--- src/rtl/sym_ex_pkg.sv ---
// Shared types for the symbolic-execution round-robin scheduler: program
// locations, step constants and the per-location step decision helper.
package sym_ex_pkg;

  typedef enum logic [2:0] {
    LOC0 = 3'd0, LOC1 = 3'd1, LOC2 = 3'd2, LOC3 = 3'd3,
    LOC4 = 3'd4, LOC5 = 3'd5, LOC6 = 3'd6, LOC7 = 3'd7
  } loc_e;

  localparam int unsigned B_LIM   = 5;
  localparam int unsigned X_SET   = 3;
  localparam int unsigned Y_SET   = 2;
  localparam int unsigned Z_SET   = 2;
  localparam int unsigned SUM_BAD = 4;

  // What one granted step does, independent of data width.
  typedef struct packed {
    loc_e nxt;
    logic set_x;
    logic set_y;
    logic set_z;
    logic hit_err;
  } step_t;

  function automatic step_t step_fn(input loc_e loc, input logic a_nz, input logic b_lt,
                                    input logic c_nz, input logic sum_bad);
    step_t s;
    s.nxt     = loc;
    s.set_x   = 1'b0;
    s.set_y   = 1'b0;
    s.set_z   = 1'b0;
    s.hit_err = 1'b0;
    case (loc)
      LOC0: s.nxt = LOC1;
      LOC1: begin s.set_x = a_nz; s.nxt = LOC2; end
      LOC2: s.nxt = b_lt ? LOC3 : LOC5;
      LOC3: begin s.set_y = ~a_nz & c_nz; s.nxt = LOC4; end
      LOC4: begin s.set_z = 1'b1; s.nxt = LOC5; end
      LOC5: begin s.nxt = sum_bad ? LOC7 : LOC6; s.hit_err = sum_bad; end
      default: ;
    endcase
    return s;
  endfunction

endpackage

--- src/rtl/sym_ex_rr_sched_if.sv ---
// Request/grant bundle of the scheduler. step_cnt exists only when
// SYM_EX_STEP_CNT_EN is defined.
interface sym_ex_rr_sched_if #(
  parameter int NTHR = 4,
  parameter int W    = 8
) ();
  // Handshake: req[i] asks for one step; gnt is combinational and one-hot,
  // and a step is committed at the rising edge that follows a cycle with gnt[i]=1.
  logic [NTHR-1:0]   req;
  logic [NTHR-1:0]   clr;
  logic [W-1:0]      a;
  logic [W-1:0]      b;
  logic [W-1:0]      c;
  logic [NTHR-1:0]   gnt;
  logic              gnt_vld;
  logic [3*NTHR-1:0] loc_o;
  logic [NTHR-1:0]   done;
  logic              err;
`ifdef SYM_EX_STEP_CNT_EN
  logic [16*NTHR-1:0] step_cnt;
`endif

  modport master (
    output req, clr, a, b, c,
`ifdef SYM_EX_STEP_CNT_EN
    input  step_cnt,
`endif
    input  gnt, gnt_vld, loc_o, done, err
  );

  modport slave (
    input  req, clr, a, b, c,
`ifdef SYM_EX_STEP_CNT_EN
    output step_cnt,
`endif
    output gnt, gnt_vld, loc_o, done, err
  );
endinterface

--- src/rtl/sym_ex_rr_arb.sv ---
// Rotating-priority arbiter: grants the first eligible index after ptr.
module sym_ex_rr_arb #(
  parameter int NTHR = 4,
  parameter int PW   = 2
) (
  input  logic [NTHR-1:0] eligible,
  input  logic [PW-1:0]   ptr,
  output logic [NTHR-1:0] gnt,
  output logic [PW-1:0]   gnt_idx
);
  logic          found;
  logic [PW-1:0] idx;

  always_comb begin
    gnt     = '0;
    gnt_idx = ptr;
    found   = 1'b0;
    idx     = '0;
    for (int k = 1; k <= NTHR; k++) begin
      idx = PW'((int'(ptr) + k) % NTHR);
      if (!found && eligible[idx]) begin
        found        = 1'b1;
        gnt[idx]     = 1'b1;
        gnt_idx      = idx;
      end
    end
  end
endmodule

--- src/rtl/sym_ex_rr_sched.sv ---
// Round-robin scheduler sharing one symbolic-execution step among NTHR contexts.
// Defining SYM_EX_STEP_CNT_EN adds per-thread saturating grant counters.
module sym_ex_rr_sched
  import sym_ex_pkg::*;
#(
  parameter int NTHR = 4,
  parameter int W    = 8
) (
  input logic              clk,
  input logic              rst_n,
  sym_ex_rr_sched_if.slave bus
);
  localparam int PW = (NTHR > 1) ? $clog2(NTHR) : 1;

  logic [NTHR-1:0][2:0]   loc_q, loc_d;
  logic [NTHR-1:0][W-1:0] x_q, x_d, y_q, y_d, z_q, z_d;
  logic [PW-1:0]          ptr_q, ptr_d, gnt_idx;
  logic                   err_q, err_d;
  logic [NTHR-1:0]        done_w, eligible, gnt;
  step_t                  st;
  logic [W-1:0]           sum;

  always_comb begin
    done_w = '0;
    for (int i = 0; i < NTHR; i++) done_w[i] = (loc_q[i][2:1] == 2'b11);
  end

  // Reset gating keeps gnt quiet while rst_n is low.
  assign eligible = bus.req & ~bus.clr & ~done_w & {NTHR{rst_n}};

  sym_ex_rr_arb #(.NTHR(NTHR), .PW(PW)) u_arb (
    .eligible (eligible),
    .ptr      (ptr_q),
    .gnt      (gnt),
    .gnt_idx  (gnt_idx)
  );

  always_comb begin
    loc_d = loc_q;
    x_d   = x_q;
    y_d   = y_q;
    z_d   = z_q;
    err_d = err_q;
    ptr_d = ptr_q;
    st    = '0;
    sum   = '0;
    if (|gnt) ptr_d = gnt_idx;
    for (int i = 0; i < NTHR; i++) begin
      if (bus.clr[i]) begin
        loc_d[i] = LOC0;
        x_d[i]   = '0;
        y_d[i]   = '0;
        z_d[i]   = '0;
      end else if (gnt[i]) begin
        sum = x_q[i] + y_q[i];
        st  = step_fn(loc_e'(loc_q[i]), |bus.a, bus.b < W'(B_LIM), |bus.c,
                      sum == W'(SUM_BAD));
        loc_d[i] = st.nxt;
        if (st.set_x)   x_d[i] = W'(X_SET);
        if (st.set_y)   y_d[i] = W'(Y_SET);
        if (st.set_z)   z_d[i] = W'(Z_SET);
        if (st.hit_err) err_d  = 1'b1;
      end
    end
  end

  always_ff @(posedge clk) begin
    if (!rst_n) begin
      loc_q <= '0;
      x_q   <= '0;
      y_q   <= '0;
      z_q   <= '0;
      ptr_q <= PW'(NTHR - 1);
      err_q <= 1'b0;
    end else begin
      loc_q <= loc_d;
      x_q   <= x_d;
      y_q   <= y_d;
      z_q   <= z_d;
      ptr_q <= ptr_d;
      err_q <= err_d;
    end
  end

`ifdef SYM_EX_STEP_CNT_EN
  logic [NTHR-1:0][15:0] cnt_q;

  always_ff @(posedge clk) begin
    if (!rst_n) begin
      cnt_q <= '0;
    end else begin
      for (int i = 0; i < NTHR; i++) begin
        if (bus.clr[i])                           cnt_q[i] <= '0;
        else if (gnt[i] && cnt_q[i] != 16'hFFFF)  cnt_q[i] <= cnt_q[i] + 16'd1;
      end
    end
  end

  assign bus.step_cnt = cnt_q;
`endif

  assign bus.gnt     = gnt;
  assign bus.gnt_vld = |gnt;
  assign bus.loc_o   = loc_q;
  assign bus.done    = done_w;
  assign bus.err     = err_q;
endmodule
--- src/flat_wrapper.sv ---
// flat-port wrapper written by rule: the top's interface ports become plain ports
module sym_ex_rr_sched_flat import sym_ex_pkg::*;
#(
  parameter int NTHR = 4,
  parameter int W    = 8
)
  (clk, rst_n, bus_req, bus_clr, bus_a, bus_b, bus_c, bus_gnt, bus_gnt_vld, bus_loc_o, bus_done, bus_err);
  sym_ex_rr_sched_if #(.NTHR(NTHR), .W(W)) bus_i ();
  input logic clk;
  input logic rst_n;
  input wire logic [$bits(bus_i.req)-1:0] bus_req;
  input wire logic [$bits(bus_i.clr)-1:0] bus_clr;
  input wire logic [$bits(bus_i.a)-1:0] bus_a;
  input wire logic [$bits(bus_i.b)-1:0] bus_b;
  input wire logic [$bits(bus_i.c)-1:0] bus_c;
  output wire logic [$bits(bus_i.gnt)-1:0] bus_gnt;
  output wire logic [$bits(bus_i.gnt_vld)-1:0] bus_gnt_vld;
  output wire logic [$bits(bus_i.loc_o)-1:0] bus_loc_o;
  output wire logic [$bits(bus_i.done)-1:0] bus_done;
  output wire logic [$bits(bus_i.err)-1:0] bus_err;
  assign bus_i.req = bus_req;
  assign bus_i.clr = bus_clr;
  assign bus_i.a = bus_a;
  assign bus_i.b = bus_b;
  assign bus_i.c = bus_c;
  assign bus_gnt = bus_i.gnt;
  assign bus_gnt_vld = bus_i.gnt_vld;
  assign bus_loc_o = bus_i.loc_o;
  assign bus_done = bus_i.done;
  assign bus_err = bus_i.err;
  sym_ex_rr_sched #(.NTHR(NTHR), .W(W)) u_core (.clk(clk), .rst_n(rst_n), .bus(bus_i));
endmodule
--- config.mk ---
export PLATFORM = sky130hd
export DESIGN_NAME = sym_ex_rr_sched_flat
export DESIGN_NICKNAME = d
export VERILOG_FILES = /design/src/rtl/sym_ex_pkg.sv /design/src/rtl/sym_ex_rr_sched_if.sv /design/src/rtl/sym_ex_rr_arb.sv /design/src/rtl/sym_ex_rr_sched.sv /design/src/flat_wrapper.sv
export SDC_FILE = /design/constraint.sdc
export NUM_CORES = 1
export LEC_CHECK = 0
export ABC_AREA = 1
export CORE_UTILIZATION = 48
export DETAILED_ROUTE_END_ITERATION = 12
export GPL_ROUTABILITY_DRIVEN = 0
export PLACE_DENSITY = 0.82
export SYNTH_ARGS = -nofsm -noshare
export SYNTH_HDL_FRONTEND = slang
export SYNTH_HIERARCHICAL = 1
export SYNTH_SLANG_ARGS = --single-unit
--- constraint.sdc ---
create_clock -name clk -period 7.1 [get_ports clk]
set_clock_uncertainty 0.05 [all_clocks]
set_input_delay 1.775 -clock clk [delete_from_list [all_inputs] [get_ports clk]]
set_output_delay 1.775 -clock clk [all_outputs]
set_load 0.005 [all_outputs]
# == Word-level counts from Yosys, hierarchy flattened ==
# Index checks and enable logic that the tools add are counted.
# totals
latch_bits,0
register_bits,23
inputBits,34
rom_bits,0
memories,0
ram_bits,0
# op_classes
n_eq_ne,28
mul,0
reduce_logical,39
muxes,84
magnitude_cmp,9
n_addsub,8
shifts,0
bitwise_logic,11
n_div,0
# op_table
operator,n
one-hot mux 3 bit (6 select lines),4
two-way mux 1 bit,63
== test 8 x 3 -> 1 bit (second input constant),4
AND reduction 2 bit,13
== test 3 x 2 -> 1 bit (second input constant),8
== test 3 bit (second input constant),8
nonzero test 6 bit,4
two-way mux 4 bit,4
OR reduction 8 bit,2
adder 2 x 2 -> 3 bit,4
AND 4 bit,3
== test 3 x 1 -> 1 bit (second input constant),4
zero test 3 bit,4
less-than comparator 2 x 3 -> 1 bit (second input constant),4
bitwise OR 4 bit,3
binary-select mux 1 bit (select 2 bit),4
demux 1 bit (select 2 bit),4
== test 2 bit (second input constant),4
>= comparator 2 x 1 -> 1 bit (second input constant),4
less-than comparator 8 x 3 -> 1 bit (second input constant),1
two-way mux 2 bit,4
inverter 4 bit,2
OR reduction 2 bit,4
logical AND 1 bit,7
other kinds (8),13

# == Longest topological paths before layout ==
# Gate-level depths: netlist (run 1).
# depth
depth_word,30
depth_mapped,18
mapped_depth_nobuf,18

# == Hierarchy ==
# The synthesis (run 1) kept the hierarchy.
# modules_own_cells
module,area_per_inst_um2,instances,cells_per_inst
sym_ex_rr_sched,1027.2,1,162
sym_ex_rr_arb,559.3,1,87

# == Worst setup path after synthesis (run 1) ==
# Ideal clock, no wire load.
# synth_timing
kind,input to output
startpoint,input port rst_n
endpoint,output port bus_gnt_vld
setup_slack_ns,2.213
required_ns,5.275
path_stages,13
t_arrival_ns,3.062
cell_sequence,inv_1 > nor2_1 > nand2_1 > nor2_1 > nand2_4 > nand2_4 > nand2_8 > nand2_8 > nor2_4 > a21oi_1 > nand3_1 > inv_1 > nand4_1
# synth_between
elab_chain_cells,14
word_cells_on_any_way,26
cone_classes,mux (15); bitwise (4); reduce/logical (7)
# synth_lines
element,line,source
"start, declared",flat_wrapper.sv:10,input logic rst_n;
AND 4 bit (*),sym_ex_rr_sched.sv:29,assign eligible = bus.req & ~bus.clr & ~done_w & {NTHR{rst_n}};
net u_core.eligible[1],sym_ex_rr_sched.sv:19,"logic [NTHR-1:0] done_w, eligible, gnt;"
binary-select mux 1 bit (select 2 bit),sym_ex_rr_arb.sv:21,if (!found && eligible[idx]) begin
two-way mux 1 bit (implied by the code),sym_ex_rr_arb.sv:21,
two-way mux 1 bit,sym_ex_rr_arb.sv:21,
zero test 1 bit,sym_ex_rr_arb.sv:21,
logical AND 1 bit,sym_ex_rr_arb.sv:21,
two-way mux 1 bit,sym_ex_rr_arb.sv:21,
zero test 1 bit,sym_ex_rr_arb.sv:21,
logical AND 1 bit,sym_ex_rr_arb.sv:21,
two-way mux 1 bit,sym_ex_rr_arb.sv:21,
zero test 1 bit,sym_ex_rr_arb.sv:21,
logical AND 1 bit,sym_ex_rr_arb.sv:21,
two-way mux 4 bit (*),sym_ex_rr_arb.sv:21,
net bus_gnt[3],flat_wrapper.sv:16,output wire logic [$bits(bus_i.gnt)-1:0] bus_gnt;
OR reduction 4 bit (*),sym_ex_rr_sched.sv:103,assign bus.gnt_vld = |gnt;
"end, declared",flat_wrapper.sv:17,output wire logic [$bits(bus_i.gnt_vld)-1:0] bus_gnt_vld;
# The timed path passes the listed nets; every way through them passes the cells marked *. The select of a mux whose other input is x is not followed.

# == Final worst setup path (run 1) ==
# layout_timing
startpoint,input port rst_n
endpoint,output port bus_gnt_vld
# layout_between
elab_chain_cells,14
word_cells_on_any_way,26
cone_classes,mux (15); bitwise (4); reduce/logical (7)
# layout_lines
element,line
AND 4 bit (*),sym_ex_rr_sched.sv:29
net u_core.eligible[2],sym_ex_rr_sched.sv:19
binary-select mux 1 bit (select 2 bit),sym_ex_rr_arb.sv:21
two-way mux 1 bit (implied by the code),sym_ex_rr_arb.sv:21
two-way mux 1 bit,sym_ex_rr_arb.sv:21
zero test 1 bit,sym_ex_rr_arb.sv:21
logical AND 1 bit,sym_ex_rr_arb.sv:21
two-way mux 1 bit,sym_ex_rr_arb.sv:21
zero test 1 bit,sym_ex_rr_arb.sv:21
logical AND 1 bit,sym_ex_rr_arb.sv:21
two-way mux 1 bit,sym_ex_rr_arb.sv:21
zero test 1 bit,sym_ex_rr_arb.sv:21
logical AND 1 bit,sym_ex_rr_arb.sv:21
two-way mux 4 bit (*),sym_ex_rr_arb.sv:21
OR reduction 4 bit (*),sym_ex_rr_sched.sv:103
# Marks and branches as above.

==> out/qor.yml, run 1 <==
status:
  status: "completed"
critical_path:
  worstSetupPathType: "in2out"
  crit_start: "rst_n"
  endpoint: "bus_gnt_vld"
  cp_slowest_cell: "clkdlybuf4s50_1"
  crit_top_cell: "inv_1"
  timing.rr.end: "u_core/bus.loc_o[5]"
  end_kind: "output port"
  rrSetupSlack_ns: 4.26
  cp_slowest_stage_delay_ns: 0.52
  path_depth: 15
  critical-path-top-delay-family: "buffers and inverters"
  cp_data_arrival_time_ns: 4.50
  crit_path_max_fanout: 6
  crit_required_ns: 5.28
  path_cells: "clkdlybuf4s50_1, inv_1, nor2_1, nand2_1, nor2_1, inv_1, nand2_1, nand3_4, nand2_8, nor2_4, a21oi_1, nand3_1, inv_1, nand4_1, clkdlybuf4s50_1"
  cp.buffers_inverters: 5
  reg2regPathDepth: 15
  r2r_start: "u_core/ptr_q[0]"
  critPathLaunchType: "input port"
clock_tree:
  path_clk_slew_ns: 0.10
  cts_tree: "yes"
  ctsRootBufferMaster: "clkbuf_4"
  cts_resized: 0
  postCtsHoldBufs: 0
  clk_latency_ns: 0.29
  cts_setup_buffers: 0
  clockBufferDepth: 2
  cts.sinks: 15
  cts_buffers: 3
  htreeDepth: 1
synthesis:
  yosysUniqueCellTypes: 27
  synth_fp_nets: 299
  syn_avg_cell_area_sq_um: 6.37
  yosysTopAreaCellShare_pct: 18.9
  synthFlopType: "dfxtp_1"
  ys_seq_area_share_pct: 18.9
  ys_async_sr_fraction_pct: 0
  synth_top_area_cell: "dfxtp_1"
  ys_ff_latch: 15
  synth_edf_count: 0
  syn_inst: 249
  synth_area_leaders: "dfxtp_1 19%, nand2_1 15%, ha_1 13%, nand3_1 11%, inv_1 8.8%"
  synth_most_common_cell: "nand2_1"
  synth_area_sq_mm: 0.00159
  synth_common_cells: "62 x nand2_1, 37 x inv_1, 34 x nand3_1, 21 x nor2_1, 16 x ha_1"
  yosysWarnings: 6
global_routing:
  grt_first_pass_wirelength_microns: 5990
  antenna_found_initial: 0
  grt_pass1_vias: 1412
  grt.total_usage_pct: 22.0
  overflow: 0
  grt_max_degree: 15
timing:
  rsz0062_at_grt: "no"
  setup_viol: 0
  fmax_ghz: 0.158
  tns_ns: 0
  slew_headroom_pct: 58.5
  post-route-min-period_ns: 6.33
  drv_slew: 0
  hold_violations: 0
  fin_crit_sh_pct: 89.1
  tightest_slew_ns: 0.622
placement:
  dpl_cell_area_sq_mm: 0.00202
  port_buffers: 39
  dp_hpwl_microns: 2830
die:
  rows: 20
  design.core.area_sq_mm: 0.00310
  dieArea_sq_mm: 0.00354
  initial_core_util_pct: 51.1
  io_pins: 56
  die_height_microns: 59.5
  fp.dieW_microns: 59.5
flow_run:
  cap_violations: 0
min_path:
  hold_depth: 2
  hp-class: "reg2reg"
cells_and_area:
  drive_gt1_share_pct: 9.97
  post-route-util_pct: 66.0
  stdcell_area_sq_mm: 0.00205
  area_growth_pct: 29.1
  finalNetCount: 342
  antenna_cells: 0
  seq_area_sq_um: 300
  fill_cells: 294
  multi_input_area_sq_mm: 0.00110
drt:
  vias: 1684
  drc_errors: 0
  ant_nets: 0
  routed_via_density: 5.03
  first_pass_iters: 4
  wl_per_cell_microns: 11.0
  routed_wl_microns: 3680
  drt_iter0_drc: 112
power:
  p_sw_mw: 0.282
  pwr-share-seq_pct: 21.6
  power.internal_mw: 0.275
  power-per-cell-area_mw_per_mm2: 272
  worst_ir_drop_vdd_mv: 0.250
  power_frac_clock_pct: 9.1
  p_leak_nw: 0.894
  switching_share_pct: 50.6
  p_comb_share_pct: 69.3
==> flip-flops by register name (all words and copies together), names as in the netlist <==
name / flops
u_core/bus.err: 1
u_core/bus.loc_o: 12
u_core/ptr_q: 2
==> power groups by stage <==
stage                     Combinational [mW]  Sequential, mW  Clock (mW)
after floorplan                        0.275           0.111           0
after global placement                 0.376           0.122           0
after detailed placement               0.380           0.122           0
after CTS                              0.383           0.120      0.0539
after global routing                   0.427           0.122      0.0553
final                                  0.385           0.120      0.0508
==> metal layers <==
metal | vias to the layer above | global-route usage [%] | share of wire, %
met5 | - | 0 | 0
met4 | 0 | 2.99 | 0.35
met3 | 2 | 3.93 | 4.1
met2 | 37 | 37.1 | 46
met1 | 765 | 29.9 | 50
li1 | 880 | - | -
==> kinds of logic after synthesis <==
family                   count (synthesis)  synth area share, %
AND/OR/NAND/NOR                        142                 44.5
buffers and inverters                   45                 11.6
AO/OA/AOI/OAI                           31                 12.4
adder cells (fa/ha/maj)                 16                 12.6
flip-flops                              15                 18.9
==> worst register-to-register path, delay by kind of cell (launching register included) <==
family / cells / cell delay [ns]
simple gates: 7 / 0.68
fa+ha+maj: 1 / 0.40
compound gates: 2 / 0.32
flops: 1 / 0.73
buf+inv: 5 / 0.62
==> final cells by class <==
type,instances,area share [%]
inverters,44,8.43
well taps,44,2.69
repair buffers,39,19.1
clock buffers,3,1.10
multi-input cells,189,53.8
flip-flops and latches,15,14.7
clock inverters,1,0.244
==> placed cells by master (no fill, tap or decap) <==
cell,Yosys,final
a31oi_1,4,4
dfxtp_1,15,15
nand2_4,2,2
nor2_1,21,21
nand2_1,62,62
nand2_2,5,5
nand3_4,1,1
o21ai_2,1,1
or2_4,2,2
clkbuf_4,0,3
a21oi_1,15,15
nand3_1,34,34
nor3_1,8,8
o21ai_0,5,5
inv_4,1,1
nand2_8,2,2
nand3b_1,1,1
a21oi_4,2,2
inv_1,37,37
inv_6,1,1
nand4_1,1,1
nor2_8,1,1
inv_2,5,5
clkdlybuf4s50_1,0,39
nor2_4,1,1
ha_1,16,16
nand3_2,1,1
clkinv_2,0,1
a21boi_0,4,4
==> stage by stage <==
| step | worst slack, ns | cells | hold slack, ns | total power, mW |
|---|---|---|---|---|
| 2_1_floorplan | 2.21 | 249 | 0.380 | 0.385 |
| 3_3_place_gp | 0.765 | 331 | 0.376 | 0.498 |
| 3_5_place_dp | 0.785 | 331 | 0.384 | 0.502 |
| 4_1_cts | 0.769 | 335 | 0.399 | 0.557 |
| 5_1_grt | 0.546 | 335 | 0.433 | 0.605 |
| 6_report | 0.773 | 335 | 0.397 | 0.556 |
==> how the worst min path moves through the flow <==
stage,start,to
CTS,u_core/bus.err,u_core/bus.err
global route,u_core/bus.err,u_core/bus.err
finish,u_core/bus.err,u_core/bus.err
global placement,u_core/bus.err,u_core/bus.err
floorplan,u_core/bus.err,u_core/bus.err
detailed placement,u_core/bus.err,u_core/bus.err
No activity file was read; power rests on OpenSTA's default activity.
==> run 2: changes to the inputs <==
PLACE_DENSITY = 0.85   (was 0.82)
SLEW_MARGIN = 25   (was unset)
==> out/qor.yml, run 2 (synthesized netlist as in run 1, its figures left out) <==
status:
  status: "completed"
timing:
  drv_slew: 0  # unchanged
  slew_headroom_pct: 59.5  # +0.97 points
  rsz0062_at_grt: "no"
  tightest_slew_ns: 0.607  # -0.0146 ns
  post-route-min-period_ns: 6.38  # +0.0556 ns
  hold_violations: 0  # unchanged
  fin_crit_sh_pct: 89.9  # +0.78 points
  setup_viol: 0  # unchanged
  fmax_ghz: 0.157  # -0.87%
  tns_ns: 0  # unchanged
cells_and_area:
  largest_reg_flops: 12  # unchanged
  antenna_cells: 0  # unchanged
  final_common_cell: "nand2_1"
  stdcell_area_sq_mm: 0.00205  # unchanged
  mostFrequentLayoutCells: "62 x nand2_1, 39 x clkdlybuf4s50_1, 37 x inv_1"
  area_growth_pct: 29.1  # unchanged
  drive_gt1_share_pct: 9.97  # unchanged
  finalNetCount: 342  # unchanged
clock_tree:
  postCtsHoldBufs: 0  # unchanged
  htreeDepth: 1  # unchanged
  cts_resized: 0  # unchanged
  clk_latency_ns: 0.29  # about the same
  clockBufferDepth: 2  # unchanged
  cts_buffers: 3  # unchanged
  ctsRootBufferMaster: "clkbuf_4"
  path_clk_slew_ns: 0.10  # about the same
  cts.sinks: 15  # unchanged
  cts_setup_buffers: 0  # unchanged
  cts_tree: "yes"
die:
  die_height_microns: 59.5  # unchanged
  initial_core_util_pct: 51.1  # unchanged
  rows: 20  # unchanged
  dieArea_sq_mm: 0.00354  # unchanged
  io_pins: 56  # unchanged
  design.core.area_sq_mm: 0.00310  # unchanged
  fp.dieW_microns: 59.5  # unchanged
critical_path:
  timing.rr.end: "u_core/bus.loc_o[4]"
  critPathLaunchType: "input port"
  crit_required_ns: 5.28  # about the same
  reg2regPathDepth: 15  # unchanged
  cp_slowest_stage_delay_ns: 0.54  # +0.02 ns
  cp_data_arrival_time_ns: 4.56  # +0.06 ns
  path_cells: "clkdlybuf4s50_1, inv_1, nor2_1, nand2_1, nor2_1, inv_1, nand2_1, nand3_4, nand2_8, nor2_4, a21oi_1, nand3_1, inv_1, nand4_1, clkdlybuf4s50_1"
  r2r_start: "u_core/ptr_q[0]"
  crit_path_max_fanout: 6  # unchanged
  cp_slowest_cell: "clkdlybuf4s50_1"
  end_kind: "output port"
  crit_top_cell: "inv_1"
  worstSetupPathType: "in2out"
  critical-path-top-delay-family: "buffers and inverters"
  rrSetupSlack_ns: 4.24  # -0.02 ns
  cp.buffers_inverters: 5  # unchanged
flow_run:
  cap_violations: 0  # unchanged
power:
  p_leak_nw: 0.894  # unchanged
  power-per-cell-area_mw_per_mm2: 271  # -0.17%
  total_power_mw: 0.555  # -0.17%
  worst_ir_drop_vdd_mv: 0.192  # -23%
min_path:
  worstHoldStart: "u_core/bus.err"
  min_delay_worst_endpoint: "u_core/bus.err"
  hp-class: "reg2reg"
  hold_depth: 2  # unchanged
drt:
  ant_nets: 0  # unchanged
  routed_via_density: 5.04  # +0.30%
  first_pass_iters: 4  # unchanged
  routed_wl_microns: 3640  # -0.92%
  wl_per_cell_microns: 10.9  # -0.92%
  vias: 1689  # +0.30%
  drt_iter0_drc: 133  # +19%
  drc_errors: 0  # unchanged
global_routing:
  grt.total_usage_pct: 21.7  # -0.30 points
  overflow: 0  # unchanged
  grt_pass1_vias: 1369  # -3.0%
  grt_max_degree: 15  # unchanged
  grt_first_pass_wirelength_microns: 5890  # -1.6%
  antenna_found_initial: 0  # unchanged
placement:
  port_buffers: 39  # unchanged
  dpl_cell_area_sq_mm: 0.00202  # unchanged
  dp_hpwl_microns: 2810  # -0.73%
[run 2: where the power goes]
part	internal [mW]	total, mW	switching (mW)
Clock	0.0210	0.0509	0.0299
Combinational	0.159	0.385	0.226
Sequential	0.0945	0.119	0.0249
Total	0.275	0.555	0.281
[run 2: layout make-up]
cell class                 instances  area (sq um)
multi-input combinational        189          1100
tap                               44          55.1
timing repair buffer              39           390
inverter                          44           173
clock buffer                       3          22.5
clock inverter                     1          5.00
sequential                        15           300
fill                             273          1050
[run 2: how the worst max path moves through the flow]
stage	from	endpoint	slack [ns]	cells past startpoint
after detailed placement	rst_n	bus_gnt_vld	0.74	15
after CTS	rst_n	bus_gnt_vld	0.74	15
after global routing	rst_n	bus_gnt_vld	0.51	15
after floorplan	rst_n	bus_gnt_vld	2.21	13
after global placement	rst_n	bus_gnt_vld	0.75	15
final	rst_n	bus_gnt_vld	0.72	15
[run 2: through the flow]
stage                     hold WS [ns]  utilization [%]  cells  worst slack, ns
after detailed placement         0.381             65.1    331            0.744
final                            0.397             66.0    335            0.717
after CTS                        0.398             66.0    335            0.736
after global placement           0.376             65.1    331            0.749
after floorplan                  0.380                -    249             2.21
after global routing             0.446             66.0    335            0.506
[run 2: per-layer routing]
metal / GRT usage [%] / share of wire, % / up-vias
met4: 4.32 / 0.52 / 0
met5: 0 / 0 / -
met2: 34.8 / 46 / 59
met3: 4.15 / 5.4 / 2
li1: - / - / 887
met1: 30.2 / 48 / 741
[run 2: worst register-to-register path, stage by stage (launching register included)]
cell	delay [ns]
dfxtp_1	0.72
inv_6	0.14
ha_1	0.40
inv_1	0.21
nand3_1	0.11
nand2_1	0.12
nand2_1	0.08
inv_2	0.08
nand3_1	0.06
nand3_1	0.12
inv_1	0.10
nor2_1	0.12
inv_1	0.08
a21oi_1	0.20
nand2_1	0.08
a21oi_1	0.11
